**src/rtl/axi_wr_arbiter.sv**
```systemverilog
// Round-robin arbiter sharing one AXI write path (AW/W/B) between NREQ masters.
// One whole transaction per grant; WLAST is regenerated from the granted AWLEN.
//
// state | meaning
// IDLE  | no owner, scanning s_awvalid from ptr
// ADDR  | presenting the owner's AW fields downstream
// DATA  | forwarding W beats, beat_cnt counts down to the last beat
// RESP  | forwarding the B response back to the owner
module axi_wr_arbiter #(
  parameter int NREQ = 2,
  parameter int AW   = 32,
  parameter int DW   = 64
) (
  input  logic                   axi_aclk,
  input  logic                   rst_n,
  input  logic [NREQ-1:0]        s_awvalid,
  input  logic [NREQ*AW-1:0]     s_awaddr,
  input  logic [NREQ*8-1:0]      s_awlen,
  input  logic [NREQ*3-1:0]      s_awsize,
  input  logic [NREQ*2-1:0]      s_awburst,
  output logic [NREQ-1:0]        s_awready,
  input  logic [NREQ-1:0]        s_wvalid,
  input  logic [NREQ*DW-1:0]     s_wdata,
  input  logic [NREQ*DW/8-1:0]   s_wstrb,
  input  logic [NREQ-1:0]        s_wlast,
  output logic [NREQ-1:0]        s_wready,
  input  logic [NREQ-1:0]        s_bready,
  output logic [NREQ-1:0]        s_bvalid,
  output logic [1:0]             s_bresp,
  output logic                   m_awvalid,
  input  logic                   m_awready,
  output logic [AW-1:0]          m_awaddr,
  output logic [7:0]             m_awlen,
  output logic [2:0]             m_awsize,
  output logic [1:0]             m_awburst,
  output logic                   m_wvalid,
  input  logic                   m_wready,
  output logic [DW-1:0]          m_wdata,
  output logic [DW/8-1:0]        m_wstrb,
  output logic                   m_wlast,
  input  logic                   m_bvalid,
  output logic                   m_bready,
  input  logic [1:0]             m_bresp,
  output logic [NREQ-1:0]        grant,
  output logic                   len_err
);

  localparam int IW = (NREQ > 1) ? $clog2(NREQ) : 1;
  localparam int SW = DW / 8;

  typedef enum logic [1:0] {IDLE = 2'd0, ADDR = 2'd1, DATA = 2'd2, RESP = 2'd3} state_t;

  state_t          state_q, state_d;
  logic [NREQ-1:0] grant_q, grant_d;
  logic [IW-1:0]   gidx_q, gidx_d;
  logic [IW-1:0]   ptr_q, ptr_d;
  logic [7:0]      beat_cnt_q, beat_cnt_d;
  logic            len_err_q, len_err_d;

  logic [AW-1:0]   sel_awaddr;
  logic [7:0]      sel_awlen;
  logic [2:0]      sel_awsize;
  logic [1:0]      sel_awburst;
  logic            sel_wvalid;
  logic [DW-1:0]   sel_wdata;
  logic [SW-1:0]   sel_wstrb;
  logic            sel_wlast;
  logic            sel_bready;

  logic            pick_found;
  logic [IW-1:0]   pick_idx;

  always_comb begin
    sel_awaddr  = '0;
    sel_awlen   = '0;
    sel_awsize  = '0;
    sel_awburst = '0;
    sel_wvalid  = 1'b0;
    sel_wdata   = '0;
    sel_wstrb   = '0;
    sel_wlast   = 1'b0;
    sel_bready  = 1'b0;
    for (int i = 0; i < NREQ; i++) begin
      if (gidx_q == IW'(i)) begin
        sel_awaddr  = s_awaddr[i*AW +: AW];
        sel_awlen   = s_awlen[i*8 +: 8];
        sel_awsize  = s_awsize[i*3 +: 3];
        sel_awburst = s_awburst[i*2 +: 2];
        sel_wvalid  = s_wvalid[i];
        sel_wdata   = s_wdata[i*DW +: DW];
        sel_wstrb   = s_wstrb[i*SW +: SW];
        sel_wlast   = s_wlast[i];
        sel_bready  = s_bready[i];
      end
    end
  end

  // Rotating priority: indices at or above ptr first, then the wrapped ones.
  always_comb begin
    pick_found = 1'b0;
    pick_idx   = '0;
    for (int i = 0; i < NREQ; i++) begin
      if (!pick_found && s_awvalid[i] && (IW'(i) >= ptr_q)) begin
        pick_found = 1'b1;
        pick_idx   = IW'(i);
      end
    end
    for (int i = 0; i < NREQ; i++) begin
      if (!pick_found && s_awvalid[i]) begin
        pick_found = 1'b1;
        pick_idx   = IW'(i);
      end
    end
  end

  always_comb begin
    s_awready = '0;
    s_wready  = '0;
    s_bvalid  = '0;
    s_bresp   = '0;
    m_awvalid = 1'b0;
    m_awaddr  = '0;
    m_awlen   = '0;
    m_awsize  = '0;
    m_awburst = '0;
    m_wvalid  = 1'b0;
    m_wdata   = '0;
    m_wstrb   = '0;
    m_wlast   = 1'b0;
    m_bready  = 1'b0;
    case (state_q)
      ADDR: begin
        m_awvalid         = 1'b1;
        m_awaddr          = sel_awaddr;
        m_awlen           = sel_awlen;
        m_awsize          = sel_awsize;
        m_awburst         = sel_awburst;
        s_awready[gidx_q] = m_awready;
      end
      DATA: begin
        m_wvalid         = sel_wvalid;
        m_wdata          = sel_wdata;
        m_wstrb          = sel_wstrb;
        m_wlast          = (beat_cnt_q == 8'd0);
        s_wready[gidx_q] = m_wready;
      end
      RESP: begin
        s_bvalid[gidx_q] = m_bvalid;
        m_bready         = sel_bready;
        s_bresp          = m_bresp;
      end
      default: ;
    endcase
  end

  always_comb begin
    state_d    = state_q;
    grant_d    = grant_q;
    gidx_d     = gidx_q;
    ptr_d      = ptr_q;
    beat_cnt_d = beat_cnt_q;
    len_err_d  = len_err_q;
    case (state_q)
      IDLE: begin
        if (pick_found) begin
          grant_d           = '0;
          grant_d[pick_idx] = 1'b1;
          gidx_d            = pick_idx;
          state_d           = ADDR;
        end
      end
      ADDR: begin
        if (m_awready) begin
          beat_cnt_d = sel_awlen;
          state_d    = DATA;
        end
      end
      DATA: begin
        if (m_wvalid && m_wready) begin
          if (sel_wlast != m_wlast) len_err_d = 1'b1;
          if (m_wlast) begin
            state_d = RESP;
          end else begin
            beat_cnt_d = beat_cnt_q - 8'd1;
          end
        end
      end
      RESP: begin
        if (m_bvalid && sel_bready) begin
          ptr_d   = (gidx_q == IW'(NREQ - 1)) ? '0 : gidx_q + 1'b1;
          grant_d = '0;
          state_d = IDLE;
        end
      end
      default: state_d = IDLE;
    endcase
  end

  always_ff @(posedge axi_aclk or negedge rst_n) begin
    if (!rst_n) begin
      state_q    <= IDLE;
      grant_q    <= '0;
      gidx_q     <= '0;
      ptr_q      <= '0;
      beat_cnt_q <= '0;
      len_err_q  <= 1'b0;
    end else begin
      state_q    <= state_d;
      grant_q    <= grant_d;
      gidx_q     <= gidx_d;
      ptr_q      <= ptr_d;
      beat_cnt_q <= beat_cnt_d;
      len_err_q  <= len_err_d;
    end
  end

  assign grant   = grant_q;
  assign len_err = len_err_q;

endmodule

```
**config.mk**
```make
export PLATFORM = sky130hd
export DESIGN_NAME = axi_wr_arbiter
export DESIGN_NICKNAME = d
export VERILOG_FILES = /design/src/rtl/axi_wr_arbiter.sv
export SDC_FILE = /design/constraint.sdc
export NUM_CORES = 1
export LEC_CHECK = 0
export ABC_AREA = 0
export ABC_CLOCK_PERIOD_IN_PS = 3350
export BUFFER_PORTS_ARGS = -buffer_cell sky130_fd_sc_hd__clkbuf_2
export CAP_MARGIN = 10
export CORE_AREA = 10 10 138 140
export CTS_BUF_LIST = sky130_fd_sc_hd__clkbuf_8
export CTS_CLUSTER_DIAMETER = 200
export CTS_CLUSTER_SIZE = 24
export DETAILED_ROUTE_END_ITERATION = 16
export DIE_AREA = 0 0 148 150
export PLACE_DENSITY = 0.62
export SLEW_MARGIN = 10
export SYNTH_ARGS = -nofsm -noshare
export SYNTH_HDL_FRONTEND = slang
export SYNTH_SLANG_ARGS = --single-unit
```
**constraint.sdc**
```tcl
create_clock -name axi_aclk -period 3.35 [get_ports axi_aclk]
set_input_delay 0.1675 -clock axi_aclk [delete_from_list [all_inputs] [get_ports axi_aclk]]
set_output_delay 0.1675 -clock axi_aclk [all_outputs]
set_load 0.02 [all_outputs]
```
==> impl_metrics.env <==
export IMPL_status="completed"
export IMPL_drive_above_1_share=0.5308
export IMPL_syn_area_sq_mm=0.003028
export IMPL_path_class="flip-flop to primary output"
export IMPL_critPathLaunchType="flip-flop"
export IMPL_die_w_um=148
export IMPL_io_pins=381
export IMPL_core_sq_mm=0.01635
export IMPL_rows=47
export IMPL_grt_pass1_vias=4072
export IMPL_fmax_mhz=425.3
export IMPL_pre_cts_ws_ps=1129
export IMPL_worst_ir_drop_vdd_mv=0.3004
export IMPL_grt_max_degree=74
export IMPL_synth_enable_flop_cells=0
export IMPL_htreeDepth=1
export IMPL_required_ps=3180
export IMPL_p_per_area_mw_per_mm2=770.1
export IMPL_busiest_layer="met2"
export IMPL_leakagePower_nw=2.986
export IMPL_maxSlewViolCount=0
export IMPL_area_growth_pct=71.32
export IMPL_grt_pass1_wl_mm=23.81
export IMPL_fin_setup_tns_ps=0
export IMPL_slew_headroom=0.5629
export IMPL_finalCritPeriodShare=0.7019
export IMPL_drt_pass1_iter_count=4
export IMPL_numClockSinks=15
export IMPL_ys_seq_area_frac=0.1240
export IMPL_synth_yosys_warnings=0
export IMPL_final_cell_mix="380 x clkbuf_2, 121 x mux2i_1, 77 x nor2b_1"
export IMPL_synth_cell_types=46
export IMPL_ys_ff_latch=15
export IMPL_nets=1002
export IMPL_clock_skew_ps=2.402
export IMPL_synthCells=387
export IMPL_port_buffer_count=380
export IMPL_end_kind="primary output"
export IMPL_n_antenna_cell=0
export IMPL_cts_tree="built"
export IMPL_cts_buffer_depth=2
export IMPL_cts_buffers=3
export IMPL_maxCapViolations=0
export IMPL_dpl_hpwl_mm=14.44
export IMPL_worstHoldPathType="primary input to flip-flop"
export IMPL_globalplace_congestion=0.9006
export IMPL_rsz0062_at_grt="false"
export IMPL_slowest_stage="dfrtp_4"
export IMPL_cts_setup_buffers=0
export IMPL_finalSetupViolCount=0
export IMPL_wl_mm=16.61
export IMPL_yosys_most_used_dff="dfrtp_1"
export IMPL_viasPerCell=4.244
export IMPL_layout_commonest_cell="clkbuf_2"
export IMPL_worstPathMaxFanout=73
export IMPL_worst_r2r_setup_slack_ps=1130
export IMPL_wire_per_inst_um=17.19
export IMPL_stdcell_area_sq_mm=0.005187
export IMPL_grt_ovfl_total=0
export IMPL_hold_viol=0
export IMPL_antenna_left=0
export IMPL_drtIter0Drc=251
export IMPL_cts_root_buffer="clkbuf_8"
export IMPL_worstMarginPinSlew_ps=655.7
export IMPL_antenna_found_initial=1
export IMPL_track_usage=0.1308
export IMPL_synthesis_nets=642
export IMPL_clock_latency_ps=250
export IMPL_layout_min_cycle_time_ps=2351
export IMPL_initial_utilization=0.1852
export IMPL_use_met1=0.1451
export IMPL_setup_slack_ps=998.7
export IMPL_path_clk_slew_ps=60
export IMPL_path_cells="buf_12, mux2i_1, nor2b_1, clkbuf_2"
export IMPL_cpPeakStageDelay_ps=840
export IMPL_placed_area_sq_mm=0.005132
export IMPL_die_area_sq_mm=0.02220
export IMPL_hold_slack_ps=210.6
export IMPL_async_flop_share=1.000
export IMPL_syn_avg_cell_area_sq_um=7.824
export IMPL_grt_use_met3=0.03472
export IMPL_drc=0
export IMPL_cp_arrival_ps=2180
export IMPL_vias=4100
export IMPL_met2_usage=0.2496
export IMPL_fp_dieH_um=150
## cell usage after synthesis, types with 3 or more instances
library cell | n | share of area
nor2_1 | 55 | 0.068
buf_2 | 7 | 0.012
mux2i_1 | 121 | 0.40
clkbuf_1 | 18 | 0.022
o2bb2ai_1 | 3 | 0.0087
o21ai_0 | 9 | 0.015
and2_1 | 3 | 0.0062
and3_1 | 4 | 0.0083
nor2b_1 | 77 | 0.16
a21oi_1 | 5 | 0.0083
inv_1 | 8 | 0.0099
buf_1 | 5 | 0.0062
nor3_1 | 3 | 0.0050
dfrtp_1 | 15 | 0.12
ha_1 | 6 | 0.025
a31oi_1 | 3 | 0.0062
nand2_1 | 8 | 0.0099
## registers in the layout, indices dropped and copies added, names as in the netlist
register and count:
len_err 1, ptr_q 1, beat_cnt_q 8, state_q 2, gidx_q 1, grant 2
## report_power, final
part | switching, mW | internal (mW) | total, mW
Sequential | 0.208 | 0.276 | 0.484
Clock | 0.0662 | 0.0813 | 0.147
Combinational | 1.99 | 1.37 | 3.36
## cell type report
cell class	instances	area (sq um)
Fill cell	1787	11160
Sequential cell	15	379.1
Clock buffer	3	41.29
Multi-Input combinational cell	333	2496
Inverter	8	30.03
Clock inverter	1	3.754
Tap cell	220	275.3
Timing Repair Buffer	386	1962
## worst paths after layout
check                                    startpoint                         to  depth (start not counted)
max in group asynchronous                     rst_n         gidx_q$_DFFE_PN0P_                          2
min in group asynchronous                     rst_n  beat_cnt_q[4]$_DFFE_PN0P_                          2
worst min-delay path                   s_awvalid[0]         gidx_q$_DFFE_PN0P_                          3
worst max register to register   gidx_q$_DFFE_PN0P_     state_q[1]$_DFFE_PN0P_                          4
worst min register to register  len_err$_DFFE_PN0P_        len_err$_DFFE_PN0P_                          1
worst max-delay path             gidx_q$_DFFE_PN0P_                 m_wdata[8]                          4
## cell families after synthesis
family                   count (synthesis)  synth area share
AO/OA/AOI/OAI                           37           0.09215
XOR/XNOR                                 1          0.002893
adder cells (fa/ha/maj)                  6           0.02479
buffers and inverters                   39           0.05248
flip-flops                              15            0.1240
multiplexers                           125            0.4149
AND/OR/NAND/NOR                        164            0.2888
## stage by stage
step	util	total power, mW	cells
floorplan	-	2.831	387
global placement	0.3139	3.872	961
detailed placement	0.3139	3.893	961
CTS	0.3173	4.049	966
global route	0.3173	4.311	966
finish	0.3173	3.995	966
## worst max-delay path: cells and delay by family, from the launching register on
| family | cells | cell delay, ps |
|---|---|---|
| buffers and inverters | 2 | 600 |
| AND/OR/NAND/NOR | 1 | 70 |
| flip-flops | 1 | 840 |
| multiplexers | 1 | 280 |
## layer usage
metal  routed length, um  part of all wire  up-vias
met1                6268              0.38     1845
met2                9008              0.54      164
met4                  99            0.0060        2
li1                    -                 -     2077
met5                  13           0.00078        -
met3                1217             0.073       12
## timing repair
| item | CTS | global route |
|---|---|---|
| resized for setup | 0 | 0 |
| hold endpoints to repair | 15 | 0 |
| hold buffers | 1 | 0 |
No activity file was read; power rests on OpenSTA's default activity.
